$ cat config.mk
export PLATFORM = sky130hd
export DESIGN_NAME = dm_blk_xfer
export DESIGN_NICKNAME = d
export VERILOG_FILES = /design/src/rtl/dm_blk_xfer.sv
export SDC_FILE = /design/constraint.sdc
export NUM_CORES = 1
export LEC_CHECK = 0
export CORE_AREA = 8 8 65 67
export DETAILED_ROUTE_END_ITERATION = 10
export DIE_AREA = 0 0 73 75
export PLACE_DENSITY = 0.73
export SKIP_CTS_REPAIR_TIMING = 1
export SYNTH_ARGS = -nofsm -noshare
export SYNTH_HDL_FRONTEND = slang
export SYNTH_SLANG_ARGS = --single-unit
export TNS_END_PERCENT = 50
$ cat constraint.sdc
create_clock -name clk -period 4.28 [get_ports clk]
set_input_delay 1.284 -clock clk [delete_from_list [all_inputs] [get_ports clk]]
set_output_delay 1.284 -clock clk [all_outputs]
set_load 0.005 [all_outputs]
$ cat src/rtl/dm_blk_xfer.sv
// Block-copy bus initiator for the data memory: reads src..src+N-1 and writes dst..dst+N-1.
// Define DM_XFER_CSUM_EN to add the `csum` output (running sum of copied words).
module dm_blk_xfer #(
  parameter int DMA_SIZE = 3,
  parameter int DMD_SIZE = 4
) (
  input  logic                clk,
  input  logic                rst,
  input  logic                start,
  input  logic [DMA_SIZE-1:0] src_add,
  input  logic [DMA_SIZE-1:0] dst_add,
  input  logic [DMA_SIZE:0]   xfer_cnt,
  output logic                busy,
  output logic                done,
  output logic                ps_dm_cslt,
  output logic                ps_dm_wrb,
  output logic [DMA_SIZE-1:0] dg_dm_add,
  output logic [DMD_SIZE-1:0] bc_dt,
  input  logic [DMD_SIZE-1:0] dm_bc_dt
`ifdef DM_XFER_CSUM_EN
  ,
  output logic [DMD_SIZE-1:0] csum
`endif
);

  typedef enum logic [2:0] {IDLE, RD_CMD, RD_CAP, WR_CMD, LAST} state_t;

  localparam logic [DMA_SIZE:0] MAX_CNT = {1'b1, {DMA_SIZE{1'b0}}};

  state_t                state;
  logic [DMA_SIZE-1:0]   src_ptr;
  logic [DMA_SIZE-1:0]   dst_ptr;
  logic [DMA_SIZE:0]     remaining;
  logic [DMD_SIZE-1:0]   hold;
  logic [DMA_SIZE:0]     cnt_sat;

  always_comb begin
    cnt_sat = xfer_cnt;
    if (xfer_cnt > MAX_CNT) cnt_sat = MAX_CNT;
  end

  // Outputs are set on the edge that enters a state, so each one is valid during that state.
  // bc_dt only moves on leaving WR_CMD: the memory rewrites its last write address every cycle.
  always_ff @(posedge clk) begin
    // NOTE: sequential state uses non-blocking assignments so every register samples pre-edge values.
    if (rst) begin
      state      <= IDLE;
      busy       <= 1'b0;
      done       <= 1'b0;
      ps_dm_cslt <= 1'b0;
      ps_dm_wrb  <= 1'b0;
      dg_dm_add  <= '0;
      bc_dt      <= '0;
      src_ptr    <= '0;
      dst_ptr    <= '0;
      remaining  <= '0;
      hold       <= '0;
`ifdef DM_XFER_CSUM_EN
      csum       <= '0;
`endif
    end else begin
      case (state)
        IDLE: begin
          if (start) begin
            src_ptr   <= src_add;
            dst_ptr   <= dst_add;
            remaining <= cnt_sat;
            busy      <= 1'b1;
`ifdef DM_XFER_CSUM_EN
            csum      <= '0;
`endif
            if (cnt_sat == '0) begin
              state <= LAST;
              done  <= 1'b1;
            end else begin
              state      <= RD_CMD;
              ps_dm_cslt <= 1'b1;
              ps_dm_wrb  <= 1'b0;
              dg_dm_add  <= src_add;
            end
          end
        end

        RD_CMD: begin
          state      <= RD_CAP;
          ps_dm_cslt <= 1'b0;
        end

        RD_CAP: begin
          hold       <= dm_bc_dt;
          state      <= WR_CMD;
          ps_dm_cslt <= 1'b1;
          ps_dm_wrb  <= 1'b1;
          dg_dm_add  <= dst_ptr;
        end

        WR_CMD: begin
          bc_dt     <= hold;
          src_ptr   <= src_ptr + DMA_SIZE'(1);
          dst_ptr   <= dst_ptr + DMA_SIZE'(1);
          remaining <= remaining - (DMA_SIZE+1)'(1);
          ps_dm_wrb <= 1'b0;
`ifdef DM_XFER_CSUM_EN
          csum      <= csum + hold;
`endif
          if (remaining != (DMA_SIZE+1)'(1)) begin
            state      <= RD_CMD;
            ps_dm_cslt <= 1'b1;
            dg_dm_add  <= src_ptr + DMA_SIZE'(1);
          end else begin
            state      <= LAST;
            ps_dm_cslt <= 1'b0;
            done       <= 1'b1;
          end
        end

        LAST: begin
          state <= IDLE;
          done  <= 1'b0;
          busy  <= 1'b0;
        end

        default: state <= IDLE;
      endcase
    end
  end

endmodule

Word level (Yosys, flattened, before mapping)

Cells that the tools add are included.

Add/sub/neg operators: 3
$lt $le $gt $ge: 1
Reductions and logical operators: 13
Muxes and demuxes: 28
Eq/ne operators: 10

Operator list:

| cell                                                                  | number |
|---|---|
| 3-bit 2-to-1 mux                                                      | 8 |
| 3-bit case mux with 2 select lines                                    | 2 |
| 3-bit case mux with 4 select lines                                    | 1 |
| 2-bit != test, second input constant                                  | 5 |
| 1-bit 2-to-1 mux                                                      | 9 |
| 3-bit case mux with 3 select lines                                    | 1 |
| 4-bit 2-to-1 mux                                                      | 2 |
| 4-bit case mux with 2 select lines                                    | 1 |
| 4-bit AND reduction                                                   | 2 |
| 3-bit by 1-bit adder with 3-bit output, second input constant         | 2 |
| 3-bit by 2-bit equality test with 1-bit output, second input constant | 2 |
| 1-bit case mux with 3 select lines                                    | 2 |
| 3-bit AND reduction                                                   | 2 |
| 3-bit nonzero test                                                    | 2 |
| 4-bit greater-than comparator, second input constant                  | 1 |
| 4-bit logical NOT                                                     | 1 |
| 4-bit by 1-bit != test with 1-bit output, second input constant       | 1 |
| 1-bit case mux with 4 select lines                                    | 1 |
| 2-bit AND reduction                                                   | 2 |
| 2-bit nonzero test                                                    | 2 |
| 4-bit nonzero test                                                    | 1 |
| 4-bit by 1-bit subtractor with 4-bit output, second input constant    | 1 |
| 3-bit by 1-bit equality test with 1-bit output, second input constant | 1 |
| 3-bit equality test, second input constant                            | 1 |
| other kinds (2)                                                       | 2 |

Input bits: 17
Logic and storage cells: 66
Register bits: 28
Output and inout bits: 11

Logic depth before layout (Yosys ltp)

Depth in word-level cells: 6
Depth in mapped cells: 6
Mapped depth without buffers: 6

Worst setup path before layout

Ideal clock, no wire load.

Path type: input port to flip-flop
Start: input start
End: register remaining[0]
Cell stages on the path: 4
Path buffers: 0
Arrival time: 2.229 ns
Data required time: 4.152 ns
Library setup time: 0.128 ns
Setup slack: 1.924 ns
Path through: or3b_4 a21o_1 a221oi_1 nor2_1

Word-level cells in the longest chain between the ends: 2

RTL lines:

| what                          | RTL line | text |
|---|---|---|
| start, declared               | 9        | `input logic start,` |
| 2-bit != test (no line)       | n/a      |  |
| 2-bit AND reduction (no line) | n/a      |  |
| end signal, assigned          | 67       | `remaining <= cnt_sat;` |
| end signal, assigned          | 101      | `remaining <= remaining - (DMA_SIZE+1)'(1);` |
| end, declared                 | 33       | `logic [DMA_SIZE:0] remaining;` |

No other way between the ends.
A chain may end at the register's enable or synchronous reset.

Worst setup path after layout

Ends and elaborated chain as after synthesis.

==> flow_summary.yaml <==
clock_network:
  clock_path_buffers: 2
  cts_root_buf: "clkbuf_4"
  cts_buffers: 3
  worstSkewPairLatency_ns: 0.34
  clk_pin_slew_ns: 0.16
  cts_sinks: 28
  cts_tree: "yes"
  cts-htree-levels: 1
floorplan:
  ios: 28
  dieWidth_um: 73
  die_area_um2: 5480
  die_h_um: 75
  rows: 21
  start_util_pct: 43.6
  core-area_um2: 3230
drt:
  avgRoutedWirePerCell_um: 15.2
  drt-vias-per-instance: 5.44
  detailedRoute.firstPassIterationCount: 4
  drc: 0
  drt.antenna.violating_nets: 0
  vias: 1246
  initialDrtViolationCount: 133
  drt-total-wl_mm: 3.47
run_status:
  outcome: "complete, no violations"
finish:
  final_cell_mix: "28 x dfxtp_1, 27 x clkdlybuf4s50_1, 20 x nand2_1, 20 x nor2_1, 14 x a21oi_1"
  fill_cells: 317
  layout_commonest_cell: "dfxtp_1"
  regArea_um2: 561
  fin_cells: 229
  drive_gt1_share_pct: 6.56
  finalNetCount: 205
  fin_area_um2: 1730
  area_growth_syn_to_layout_pct: 22.9
  antennaDiodeCount: 0
  final_util_pct: 53.6
  multi_input_area_um2: 778
grt:
  met3_usage_pct: 3.20
  antenna_found_initial: 0
  grt_pass1_wl_mm: 5.89
  track_usage_pct: 13.3
  grt-ovfl-total: 0
  use_met1_pct: 15.2
  grt_pass1_vias: 1288
  grt.met2_usage_pct: 23.6
  grt_max_degree: 27
  busiest_layer: "met2"
synthesis:
  yosysSeqAreaShare_pct: 39.8
  synthesis.area_um2: 1410
  synth_seq_cells: 28
  post_synth.cell_area_avg_um2: 8.76
  yosysWarnings: 0
  post_synth_num_cell_types: 42
  syn-num-nets: 182
  synth_cells: 161
min_path:
  hold_path_class: "flip-flop to flip-flop"
timing:
  finalSetupViolations: 0
  setup_tns_ns: 0
  worst_pin_slew_ns: 0.671
  final.period_utilization_pct: 63.4
  period_needed_ns: 2.71
  finClkSkew_ns: 0.0104
  slew_headroom_pct: 55.2
  hold_ws_ns: 0.475
  hold_viol: 0
  slew_viol_final: 0
  rsz0062_at_grt: "false"
  max_freq_ghz: 0.368
critical_path:
  worst-path-max-fanout: 8
  cp.arrival_ns: 2.95
  cp-start-kind: "input pin"
  reg2reg_slack_ns: 2.11
  crit_type: "input pin to flip-flop"
  required_ns: 4.51
  endpoint_kind: "flip-flop"
power_and_ir_drop:
  power_leakage_nw: 0.623
  peakVddDrop_uv: 239
  pwr_density_cell_nw_per_um2: 451
job:
  maxCapViolations: 0
place:
  place_hpwl_mm: 2.50
  globalplace.congestion: 0.766
  port_buffers: 27
  dpl-instance-area_um2: 1700
  dpl.cell_count: 225
[area by class of cell]
cell class / instances / area share, %
Multi-Input combinational cell: 117 / 44.9
Sequential cell: 28 / 32.3
Clock buffer: 4 / 2.09
Inverter: 6 / 1.30
Timing Repair Buffer: 28 / 16.0
Tap cell: 46 / 3.32
[worst max-delay path, cell delays in order]
cell	delay (ns)
clkdlybuf4s50_1	0.58
or3b_4	0.44
a21o_1	0.27
a221oi_1	0.31
nor2_1	0.06
[where the power goes]
group	switching [W]	internal, W
combinational	0.000137	0.000147
clock	0.0000803	0.0000522
sequential	0.0000580	0.000308
total	0.000275	0.000507
[flip-flops by register name, indices dropped and copies added (netlist names)]
| register | cells |
|---|---|
| dg_dm_add | 3 |
| busy | 1 |
| done | 1 |
| ps_dm_wrb | 1 |
| hold | 4 |
| remaining | 4 |
| dst_ptr | 3 |
| ps_dm_cslt | 1 |
| bc_dt | 4 |
| state | 3 |
| src_ptr | 3 |
[cells in the mapped netlist]
master      n  area (µm²)
dfxtp_1    28         561
nand2_1    20        75.1
nor2_1     20        75.1
a21oi_1    14        70.1
a221oi_1    6        52.6
clkbuf_1    6        22.5
mux2i_1     6        60.1
inv_1       5        18.8
ha_1        4        50.1
o21ai_1     4        20.0
buf_2       3        15.0
nor3_1      3        15.0
nor3b_1     3        22.5
o211ai_1    3        22.5
a211oi_1    2        15.0
a311oi_1    2        17.5
nand2b_1    2        12.5
nand3_1     2        10.0
nor2b_1     2        12.5
nor4b_1     2        17.5
or3_1       2        12.5
xnor2_1     2        17.5
a2111oi_4   1        27.5
a21o_1      1        7.51
a21oi_4     1        16.3
a2bb2oi_1   1        8.76
a31oi_1     1        6.26
and3b_1     1        8.76
and4bb_4    1        16.3
buf_6       1        11.3
inv_2       1        3.75
nand3b_1    1        7.51
nor3_2      1        10.0
nor4_1      1        6.26
o211a_1     1        10.0
o221a_1     1        11.3
o31ai_1     1        7.51
o32a_1      1        10.0
o32ai_1     1        8.76
o41ai_2     1        16.3
or3b_4      1        11.3
or4b_1      1        10.0
[final timing paths]
kind,from,to,depth (start not counted)
max,start,remaining[0],5
min,hold[0],bc_dt[0],2
max reg2reg,state[0],remaining[3],4
min reg2reg,hold[0],bc_dt[0],2
[metrics by stage]
step / setup slack (ns) / total power, W
global route: 1.51 / 0.000838
floorplan: 1.92 / 0.000566
global placement: 1.27 / 0.000645
finish: 1.57 / 0.000782
detailed placement: 1.20 / 0.000655
CTS: 1.58 / 0.000788
[per-layer routing]
metal  share of wire (%)  vias up
met5                   0        -
met4                 1.4        0
met3                 5.3        5
met2                  46       27
met1                  47      590
li1                    -      624
[cell families after synthesis]
kind of cell,Yosys count,synth area share (%)
AOI/OAI and AO/OA,42,23.2
muxes,6,4.26
buffers and inverters,16,5.06
adders and majority gates,4,3.55
and+or+nand+nor,63,22.9
xor gates and xnor gates,2,1.24
DFF,28,39.8
No activity file was read; power rests on OpenSTA's default activity.
